File: config.mk
export PLATFORM = sky130hd
export DESIGN_NAME = frame_pattern_check
export DESIGN_NICKNAME = d
export VERILOG_FILES = /design/src/rtl/frame_pattern_check_pkg.sv /design/src/rtl/frame_pattern_check_fval_edge_det.sv /design/src/rtl/frame_pattern_check.sv
export SDC_FILE = /design/constraint.sdc
export NUM_CORES = 1
export LEC_CHECK = 0
export ABC_AREA = 0
export CORE_MARGIN = 1
export CORE_UTILIZATION = 25
export CTS_CLUSTER_DIAMETER = 50
export DETAILED_ROUTE_END_ITERATION = 12
export PLACE_DENSITY = 0.51
export SLEW_MARGIN = 0
export SYNTH_ARGS = -nofsm -noshare
export SYNTH_HDL_FRONTEND = slang
export SYNTH_SLANG_ARGS = --single-unit
File: constraint.sdc
create_clock -name clk -period 5.1 [get_ports clk]
set_input_delay 1.02 -clock clk [delete_from_list [all_inputs] [get_ports clk]]
set_output_delay 1.02 -clock clk [all_outputs]
set_load 0.005 [all_outputs]
File: src/rtl/frame_pattern_check_pkg.sv
// Shared definitions for the frame pattern checker: FSM encoding, geometry counter width,
// and the saturating increment used by the pixel and line counters.
package frame_pattern_check_pkg;

  typedef enum logic [1:0] {
    S_SYNC   = 2'd0,
    S_IDLE   = 2'd1,
    S_ACTIVE = 2'd2,
    S_REPORT = 2'd3
  } state_e;

  localparam int GEO_W = 16;

  function automatic logic [GEO_W-1:0] sat_inc16(input logic [GEO_W-1:0] v);
    return (&v) ? v : v + 16'd1;
  endfunction

endpackage

File: src/rtl/frame_pattern_check_fval_edge_det.sv
// Registers frame-valid and produces rise/fall pulses relative to the registered copy,
// so an edge is reported in the same cycle the new level is seen at the input.
module frame_pattern_check_fval_edge_det (
  input  logic clk,
  input  logic reset,
  input  logic fval_i,
  output logic rise_o,
  output logic fall_o
);

  logic fval_q;

  always_ff @(posedge clk) begin
    if (reset) fval_q <= 1'b0;
    else       fval_q <= fval_i;
  end

  assign rise_o = fval_i & ~fval_q;
  assign fall_o = ~fval_i & fval_q;

endmodule

File: src/rtl/frame_pattern_check.sv
// Frame geometry and incrementing-pattern checker for the frame-buffer read-back stream.
// Build option PATTERN_CHECK_EN: when defined, pixel values are compared against the expected ramp.
module frame_pattern_check
  import frame_pattern_check_pkg::*;
#(
  parameter int DATA_WIDTH = 8,
  parameter int H_PIX      = 64,
  parameter int V_LINE     = 32,
  parameter int CNT_WIDTH  = 16
) (
  input  logic                  clk,
  input  logic                  reset,
  input  logic                  i_fval,
  input  logic                  i_lval,
  input  logic [DATA_WIDTH-1:0] iv_pix_data,
  output logic                  o_frame_done,
  output logic                  o_frame_ok,
  output logic [CNT_WIDTH-1:0]  ov_frame_cnt,
  output logic [CNT_WIDTH-1:0]  ov_err_cnt,
  output logic [GEO_W-1:0]      ov_line_last,
  output logic [1:0]            o_dbg_state
);

  // Stream: a pixel is taken on every cycle with i_fval & i_lval; there is no backpressure.
  state_e               state_q;
  logic [GEO_W-1:0]     pix_cnt_q, line_cnt_q, line_last_q;
  logic                 geo_err_q, pix_err_q, prot_pend_q, frame_prot_q;
  logic                 done_q, ok_q;
  logic [CNT_WIDTH-1:0] frame_cnt_q, err_cnt_q;

  logic             fval_rise, fval_fall;
  logic             in_frame, frame_start, pix_accept, line_end, pix_bad, frame_fail;
  logic [GEO_W-1:0] pix_base, line_base, pix_inc;

  frame_pattern_check_fval_edge_det u_fval_edge (
    .clk   (clk),
    .reset (reset),
    .fval_i(i_fval),
    .rise_o(fval_rise),
    .fall_o(fval_fall)
  );

  // A rise seen during S_REPORT starts the next frame directly (back-to-back frames).
  always_comb begin
    in_frame    = (state_q == S_ACTIVE);
    frame_start = fval_rise & ((state_q == S_IDLE) | (state_q == S_REPORT));
    pix_accept  = i_fval & i_lval & (in_frame | frame_start);
    pix_base    = in_frame ? pix_cnt_q : '0;
    line_base   = in_frame ? line_cnt_q : '0;
    pix_inc     = sat_inc16(pix_base);
    line_end    = (pix_inc == GEO_W'(H_PIX));
    frame_fail  = geo_err_q | pix_err_q | frame_prot_q | (line_cnt_q != GEO_W'(V_LINE));
  end

`ifdef PATTERN_CHECK_EN
  logic [DATA_WIDTH-1:0] exp_q, seed, exp_base;

  // Seed follows the frame counter; in S_REPORT the counter is about to step.
  always_comb begin
    seed = frame_cnt_q[DATA_WIDTH-1:0];
    if (state_q == S_REPORT) seed = seed + DATA_WIDTH'(1);
    exp_base = in_frame ? exp_q : seed;
    pix_bad  = pix_accept & (iv_pix_data != exp_base);
  end

  always_ff @(posedge clk) begin
    if (reset)            exp_q <= '0;
    else if (pix_accept)  exp_q <= exp_base + DATA_WIDTH'(1);
    else if (frame_start) exp_q <= seed;
  end
`else
  logic unused_pix;
  assign unused_pix = ^iv_pix_data;
  assign pix_bad    = 1'b0;
`endif

  always_ff @(posedge clk) begin
    if (reset) begin
      state_q      <= S_SYNC;
      pix_cnt_q    <= '0;
      line_cnt_q   <= '0;
      line_last_q  <= '0;
      geo_err_q    <= 1'b0;
      pix_err_q    <= 1'b0;
      prot_pend_q  <= 1'b0;
      frame_prot_q <= 1'b0;
      done_q       <= 1'b0;
      ok_q         <= 1'b0;
      frame_cnt_q  <= '0;
      err_cnt_q    <= '0;
    end else begin
      done_q <= 1'b0;
      if (i_lval & ~i_fval & (state_q != S_SYNC)) prot_pend_q <= 1'b1;
      case (state_q)
        S_SYNC: if (!i_fval) state_q <= S_IDLE;
        S_IDLE: state_q <= S_IDLE;
        S_ACTIVE: begin
          if (fval_fall) begin
            if (pix_cnt_q != '0) begin
              geo_err_q  <= 1'b1;
              line_cnt_q <= sat_inc16(line_cnt_q);
              pix_cnt_q  <= '0;
            end
            state_q <= S_REPORT;
          end
        end
        S_REPORT: begin
          done_q      <= 1'b1;
          ok_q        <= ~frame_fail;
          frame_cnt_q <= frame_cnt_q + CNT_WIDTH'(1);
          if (frame_fail && !(&err_cnt_q)) err_cnt_q <= err_cnt_q + CNT_WIDTH'(1);
          line_last_q <= line_cnt_q;
          state_q     <= S_IDLE;
        end
        default: state_q <= S_SYNC;
      endcase
      if (frame_start) begin
        state_q      <= S_ACTIVE;
        pix_cnt_q    <= '0;
        line_cnt_q   <= '0;
        geo_err_q    <= 1'b0;
        pix_err_q    <= 1'b0;
        frame_prot_q <= prot_pend_q;
        prot_pend_q  <= 1'b0;
      end
      // Lines close on pixel count alone, so lval gaps inside a line are harmless.
      if (pix_accept) begin
        if (line_end) begin
          pix_cnt_q  <= '0;
          line_cnt_q <= sat_inc16(line_base);
        end else begin
          pix_cnt_q <= pix_inc;
        end
        if (pix_bad) pix_err_q <= 1'b1;
      end
    end
  end

  assign o_frame_done = done_q;
  assign o_frame_ok   = ok_q;
  assign ov_frame_cnt = frame_cnt_q;
  assign ov_err_cnt   = err_cnt_q;
  assign ov_line_last = line_last_q;
  assign o_dbg_state  = state_q;

endmodule

# After elaboration in Yosys (flattened, before gate mapping)
# Cells that the tools add are included.
[totals] word_cells=82 input_bits=12 out_inout_bits=52 regBits=88
[classes] n_bitwise=14 n_reduce_logical=19 add_sub_neg=5 eq_ne=9 n_mux=22
[op_table] operator="$mux 16" count=17
[op_table] operator="$add 16x1->16 const B" count=5
[op_table] operator="$reduce_and 16->1" count=4
[op_table] operator="$eq 16x7->1 const B" count=1
[op_table] operator="$ne 16x6->1 const B" count=1
[op_table] operator="$reduce_bool 16->1" count=1
[op_table] operator="$reduce_bool 3->1" count=3
[op_table] operator="$and 1x1->1" count=7
[op_table] operator="$mux 2" count=3
[op_table] operator="$pmux 2 s3" count=1
[op_table] operator="$reduce_and 2->1" count=3
[op_table] operator="$reduce_and 3->1" count=2
[op_table] operator="$eq 2x2->1 const B" count=2
[op_table] operator="$ne 2x2->1 const B" count=2
[op_table] operator="$or 1x1->1" count=4
[op_table] operator="$reduce_or 2->1" count=2
[op_table] operator="$ne 3x2->1 const B" count=1
[op_table] operator="$ne 3x3->1 const B" count=1
[op_table] operator="$not 1->1" count=3
[op_table] operator="$eq 2x1->1 const B" count=1
[op_table] operator="$logic_not 2->1" count=1
[op_table] operator="$reduce_bool 2->1" count=1
[op_table] operator="$logic_and 1x1->1" count=1
[op_table] operator="$logic_not 1->1" count=1
[op_table] operator="$mux 1" count=1

# Logic depth before layout (Yosys ltp)
[logic_depth] word_depth=8 mapped_depth=15 depth_no_buf=12

# By module
# Synthesis repeated with hierarchy kept, for this count alone.
[unflattened] cells_unflattened=644 hier_area_um2=4942.2
[by_module_without_submodules] mod="frame_pattern_check" n_inst=1 area_each_um2=4903.5 cells_per_inst=640 seq_area_each_um2=1741.7
[by_module_without_submodules] mod="frame_pattern_check_fval_edge_det" n_inst=1 area_each_um2=38.8 cells_per_inst=4 seq_area_each_um2=20.0

# Worst setup path after synthesis
# Ideal clock, no wire load.
[synth_path] path_kind="register -> register" start="register state_q[1], in the netlist o_dbg_state[1]" end="register line_cnt_q[4]" path_buffers=3 required_time_ps=4974 setup_slack_ps=1440 arrival_time_ps=3534 setup_time_ps=126 stages_incl_launch_ff=16 synth_period_minus_slack_ps=3660 cell_sequence="dfxtp_1 nor2b_1 clkbuf_1 clkbuf_1 and2_1 ha_1 and4_1 a31oi_1 or3b_2 a311oi_2 and4_1 nand4b_4 and2_1 buf_6 a221oi_2 mux2i_1"
[synth_between] elab_chain_cells=7 elab_cells_between_ends=20 cone_classes="add/sub (2); eq/ne (4); mux (8); bitwise (4); reduce/logical (2)"
[synth_rtl] element="start: declaration" line_no="frame_pattern_check.sv:25" rtl="state_e state_q;"
[synth_rtl] element="start signal: assignment" line_no="frame_pattern_check.sv:79" rtl="state_q <= S_SYNC;"
[synth_rtl] element="start signal: assignment" line_no="frame_pattern_check.sv:95" rtl="S_SYNC: if (!i_fval) state_q <= S_IDLE;"
[synth_rtl] element="start signal: assignment" line_no="frame_pattern_check.sv:96" rtl="S_IDLE: state_q <= S_IDLE;"
[synth_rtl] element="$eq 2x2->1" line_no="frame_pattern_check.sv:45, frame_pattern_check.sv:94"
[synth_rtl] element="$mux 16" line_no="frame_pattern_check.sv:48" rtl="pix_base = in_frame ? pix_cnt_q : '0;"
[synth_rtl] element="$add 16x1->16 / $reduce_and 16->1 (equally long branches)" line_no="frame_pattern_check_pkg.sv:15" rtl="return (&v) ? v : v + 16'd1;"
[synth_rtl] element="$mux 16" line_no="frame_pattern_check_pkg.sv:15"
[synth_rtl] element="$eq 16x7->1" line_no="frame_pattern_check.sv:51" rtl="line_end = (pix_inc == GEO_W'(H_PIX));"
[synth_rtl] element="$mux 16" line_no="frame_pattern_check.sv:128" rtl="if (line_end) begin"
[synth_rtl] element="$mux 16 *" line_no="frame_pattern_check.sv:127" rtl="if (pix_accept) begin"
[synth_rtl] element="end signal: assignment" line_no="frame_pattern_check.sv:101" rtl="line_cnt_q <= sat_inc16(line_cnt_q);"
[synth_rtl] element="end signal: assignment" line_no="frame_pattern_check.sv:130" rtl="line_cnt_q <= sat_inc16(line_base);"
[synth_rtl] element="end: declaration" line_no="frame_pattern_check.sv:26" rtl="logic [GEO_W-1:0] pix_cnt_q, line_cnt_q, line_last_q;"
# Every way passes the cells marked *; elsewhere a longest branch is shown, timed or not.
# A chain may end at the register's enable or synchronous reset.

# Worst setup path in the final report
[layout_path] start="register state_q[1], in the netlist o_dbg_state[1]" end="register pix_cnt_q[12]"
[layout_between] elab_chain_cells=7 elab_cells_between_ends=19 cone_classes="add/sub (1); eq/ne (4); mux (5); bitwise (4); reduce/logical (5)"
[layout_rtl] element="$eq 2x2->1, or another cell as far along" line_no="frame_pattern_check.sv:45, frame_pattern_check.sv:94"
[layout_rtl] element="$mux 16 / $or 1x1->1 (equally long branches)" line_no="frame_pattern_check.sv:48, frame_pattern_check.sv:46"
[layout_rtl] element="$add 16x1->16, or another cell as far along" line_no="frame_pattern_check_pkg.sv:15"
[layout_rtl] element="$mux 16 / $or 1x1->1 (equally long branches)" line_no="frame_pattern_check_pkg.sv:15, frame_pattern_check.sv:47"
[layout_rtl] element="$eq 16x7->1 / $and 1x1->1 (equally long branches)" line_no="frame_pattern_check.sv:51, frame_pattern_check.sv:47"
[layout_rtl] element="$mux 16 / $reduce_bool 3->1 (equally long branches)"
[layout_rtl] element="$mux 16 / $reduce_and 3->1 (equally long branches)"
[layout_rtl] element="end signal: assignment" line_no="frame_pattern_check.sv:132" rtl="pix_cnt_q <= pix_inc;"
[layout_rtl] element="end: declaration" line_no="frame_pattern_check.sv:26"
# Parallel ways exist; a longest one is shown, timed or not.

==> metrics <==
Max IR drop VDD=158 uV; Placer Congestion=about 0.92; Hold Crit Depth=2; Reg2Reg Setup Slack=1.12 ns; Worst EP required=about 5.3 ns; slowest CP cell=nor3b_2; DRT iter0 DRCs=between 300 and 400; CTS tree=built; DIE AREA=0.0206 mm2; dpl cell area=0.00573 mm2; Max-slew headroom=0.486; Critical Path Sink=pix_cnt_q[12]; Skew-Pair Late Insertion Delay=around 0.36 ns; Worst R2R Path Depth=12; non-filler instance count after layout=965; RSZ-0062 raised after global routing=false; via count=4,793; Final setup viols=0; Setup Crit Path Kind=flip-flop to flip-flop; CP delay by family, top=simple AND/OR/NAND/NOR gates; setup TNS=0 ns; worst setup path startpoint=o_dbg_state[1]; Die W=between 100 and 150 um; post-DR wirelength/cell=roughly 15 um; fin crit period=3.98 ns; Worst Hold Class=flip-flop to flip-flop; Avg Cell Area, Syn=roughly 7.5 um2; CTS sink cnt=88; clock tree buffer depth=2; Rows=about 50; Initial Util=0.256; Final period util=0.780; synthesized flop and latch total=88; initial antenna violation count=0; arrival time worst endpoint=4.20 ns; Pre-antenna DRT Iters=4; Synth Instances=between 600 and 700; Worst Path Max Fanout=10; FFs w/ async S/R, synth=0; # Post-CTS Setup Buffers=0; slowest cell delay on critical path=0.44 ns; GRT Residual Overflow=0; max capacitance violation total=0; Die Y=about 140 um; crit path cell chain=nor2b_1, and2_1, ha_1, nand4_1, nor4_1, a21boi_0, a311oi_2, and4_1, nor3b_2, nor2_1, a22oi_1, a21oi_1; crit start category=flip-flop; antenna cells=0; GRT Total Usage=0.141; R2R Path Start=o_dbg_state[1]; largest net degree at the start of global routing=57; share of cells above drive strength 1=0.0514; Levels on crit path=12; # nets final=between 700 and 800; sequential fraction of the synthesis area=0.352; PwrDens=about 240 mW/mm2; clock-pin slew on the worst setup and hold paths=approximately 0.070 ns; total CTS buffers=9; hold_buf cts=0; status=finished, final reports clean; Max Freq=0.251 GHz; PostCTS Resize Cnt=0; main flop type after synthesis=dfxtp_1; area grow syn2layout=20.6%; IO Port Bufs=55; Post-synth EDFFs=0; P_leak=1.90 nW; Routed WL=roughly 14,000 um; H-tree depth=3; Final Max Slew Viols=0; Post-DP HPWL=9800 um; ANT nets after route=0; worst slew pin tran=0.765 ns; Top Ports=64; Buf/Inv on CP=0; vias in the first global route=~4,400; Synth Cell Area=~0.005 mm2; Hold Vio Cnt, Final=0; Net Count, Synth=approximately 690; critical path capture point type=flip-flop; Post-Layout Inst Area=slightly above 0.006 mm2; cell total after placement=around 950; Overall Power=between 0.001 and 0.0015 W; first-pass GRT wire length=about 23,000 um; drt drc=0; Layout Skew=a little over 0.01 ns; core region area=0.0195 mm2; Vias/cell=just under 5; Yosys cell types=60; Root Driver=clkbuf_16; Synthesis Warnings=0; reg2reg end=pix_cnt_q[12]
[state kept, by name (all words and copies together), names as in the netlist]
register	count
pix_cnt_q	16
u_fval_edge.fval_q	1
o_frame_done	1
frame_prot_q	1
geo_err_q	1
prot_pend_q	1
ov_err_cnt	16
ov_frame_cnt	16
o_dbg_state	2
line_cnt_q	16
o_frame_ok	1
ov_line_last	16
[where the power goes]
part	total, W	internal, W	switching [W]
registers	0.000691	0.000689	0.00000184
clock network	0.000692	0.000387	0.000304
logic	0.0000500	0.0000148	0.0000352
total	0.00143	0.00109	0.000341
[routing by layer]
metal,share of wire,up-vias,GRT usage
met4,0.011,0,0.0437
met1,0.49,2240,0.195
met2,0.45,108,0.218
met3,0.046,12,0.0287
li1,-,2433,-
met5,0,-,0
[stage by stage]
stage / setup WS, ns / util / hold slack [ns]
finish: 1.12 / 0.309 / 0.459
global route: 0.849 / 0.309 / 0.481
CTS: 1.18 / 0.309 / 0.464
detailed placement: 1.19 / 0.294 / 0.450
global placement: 1.20 / 0.294 / 0.447
floorplan: 1.44 / - / 0.437
[worst min-delay path by stage]
stage | endpoint | from
after floorplan | frame_prot_q | frame_prot_q
after global placement | ov_line_last[0] | ov_line_last[0]
after detailed placement | ov_line_last[7] | ov_line_last[7]
after CTS | ov_line_last[7] | ov_line_last[7]
after global routing | ov_line_last[0] | ov_line_last[0]
final | ov_line_last[7] | ov_line_last[7]
[logic make-up after synthesis]
logic type / after synthesis / share of synthesized area
compound gates: 131 / 0.159
mux: 8 / 0.0160
fa+ha+maj: 6 / 0.0150
xor+xnor: 39 / 0.0682
simple gates: 340 / 0.342
flops: 88 / 0.352
buf+inv: 59 / 0.0485
[tightest hold or removal path: stages (launching register included)]
cell and delay (ns):
dfxtp_1 0.31, nand2_1 0.05, a21oi_1 0.05
[cell usage after synthesis (all sizes together), types with 6 or more instances]
| cell | n | share of area |
|---|---|---|
| nor2 | 85 | 0.065 |
| nand3b | 6 | 0.0090 |
| a21oi | 55 | 0.055 |
| dfxtp | 88 | 0.35 |
| clkbuf | 40 | 0.030 |
| nand4 | 21 | 0.026 |
| a22oi | 7 | 0.010 |
| xnor2 | 15 | 0.026 |
| nand2 | 95 | 0.071 |
| nor3 | 16 | 0.016 |
| xor2 | 24 | 0.042 |
| ha | 6 | 0.015 |
| inv | 9 | 0.0067 |
| and2 | 7 | 0.0087 |
| and3 | 10 | 0.012 |
| o21ai | 31 | 0.031 |
| nor4 | 19 | 0.024 |
| mux2i | 8 | 0.016 |
| nand3 | 34 | 0.034 |
| or3 | 13 | 0.017 |
| o31ai | 6 | 0.0090 |
| buf | 10 | 0.012 |
| and4 | 9 | 0.016 |
[cell type report]
class | instances | area (um2)
Multi-Input combinational cell | 524 | 3000
Timing Repair Buffer | 63 | 606
Sequential cell | 88 | 1760
Inverter | 9 | 33.8
Clock buffer | 10 | 229
Clock inverter | 6 | 72.6
Tap cell | 265 | 332
Fill cell | 2168 | 13500
[cells in the final DEF (no fill, tap or decap), drive strengths merged, types with 5 or more instances in the layout]
cell           Yosys  final
nor4              19     19
ha                 6      6
inv                9     13
clkbuf            40     10
dfxtp             88     88
o21ai             31     31
o21a               5      5
nand3             34     34
nand2             95     95
nor3b              5      5
nand2b             5      5
xnor2             15     15
a22oi              7      7
buf               10      9
nand3b             6      6
and2               7      7
or3               13     13
o31ai              6      6
a21oi             55     55
xor2              24     24
mux2i              8      8
nor3              16     16
and3              10     10
nor2              85     85
a31oi              5      5
nand4             21     21
clkdlybuf4s50      0     54
and4               9      9
No activity file was read; power rests on OpenSTA's default activity.
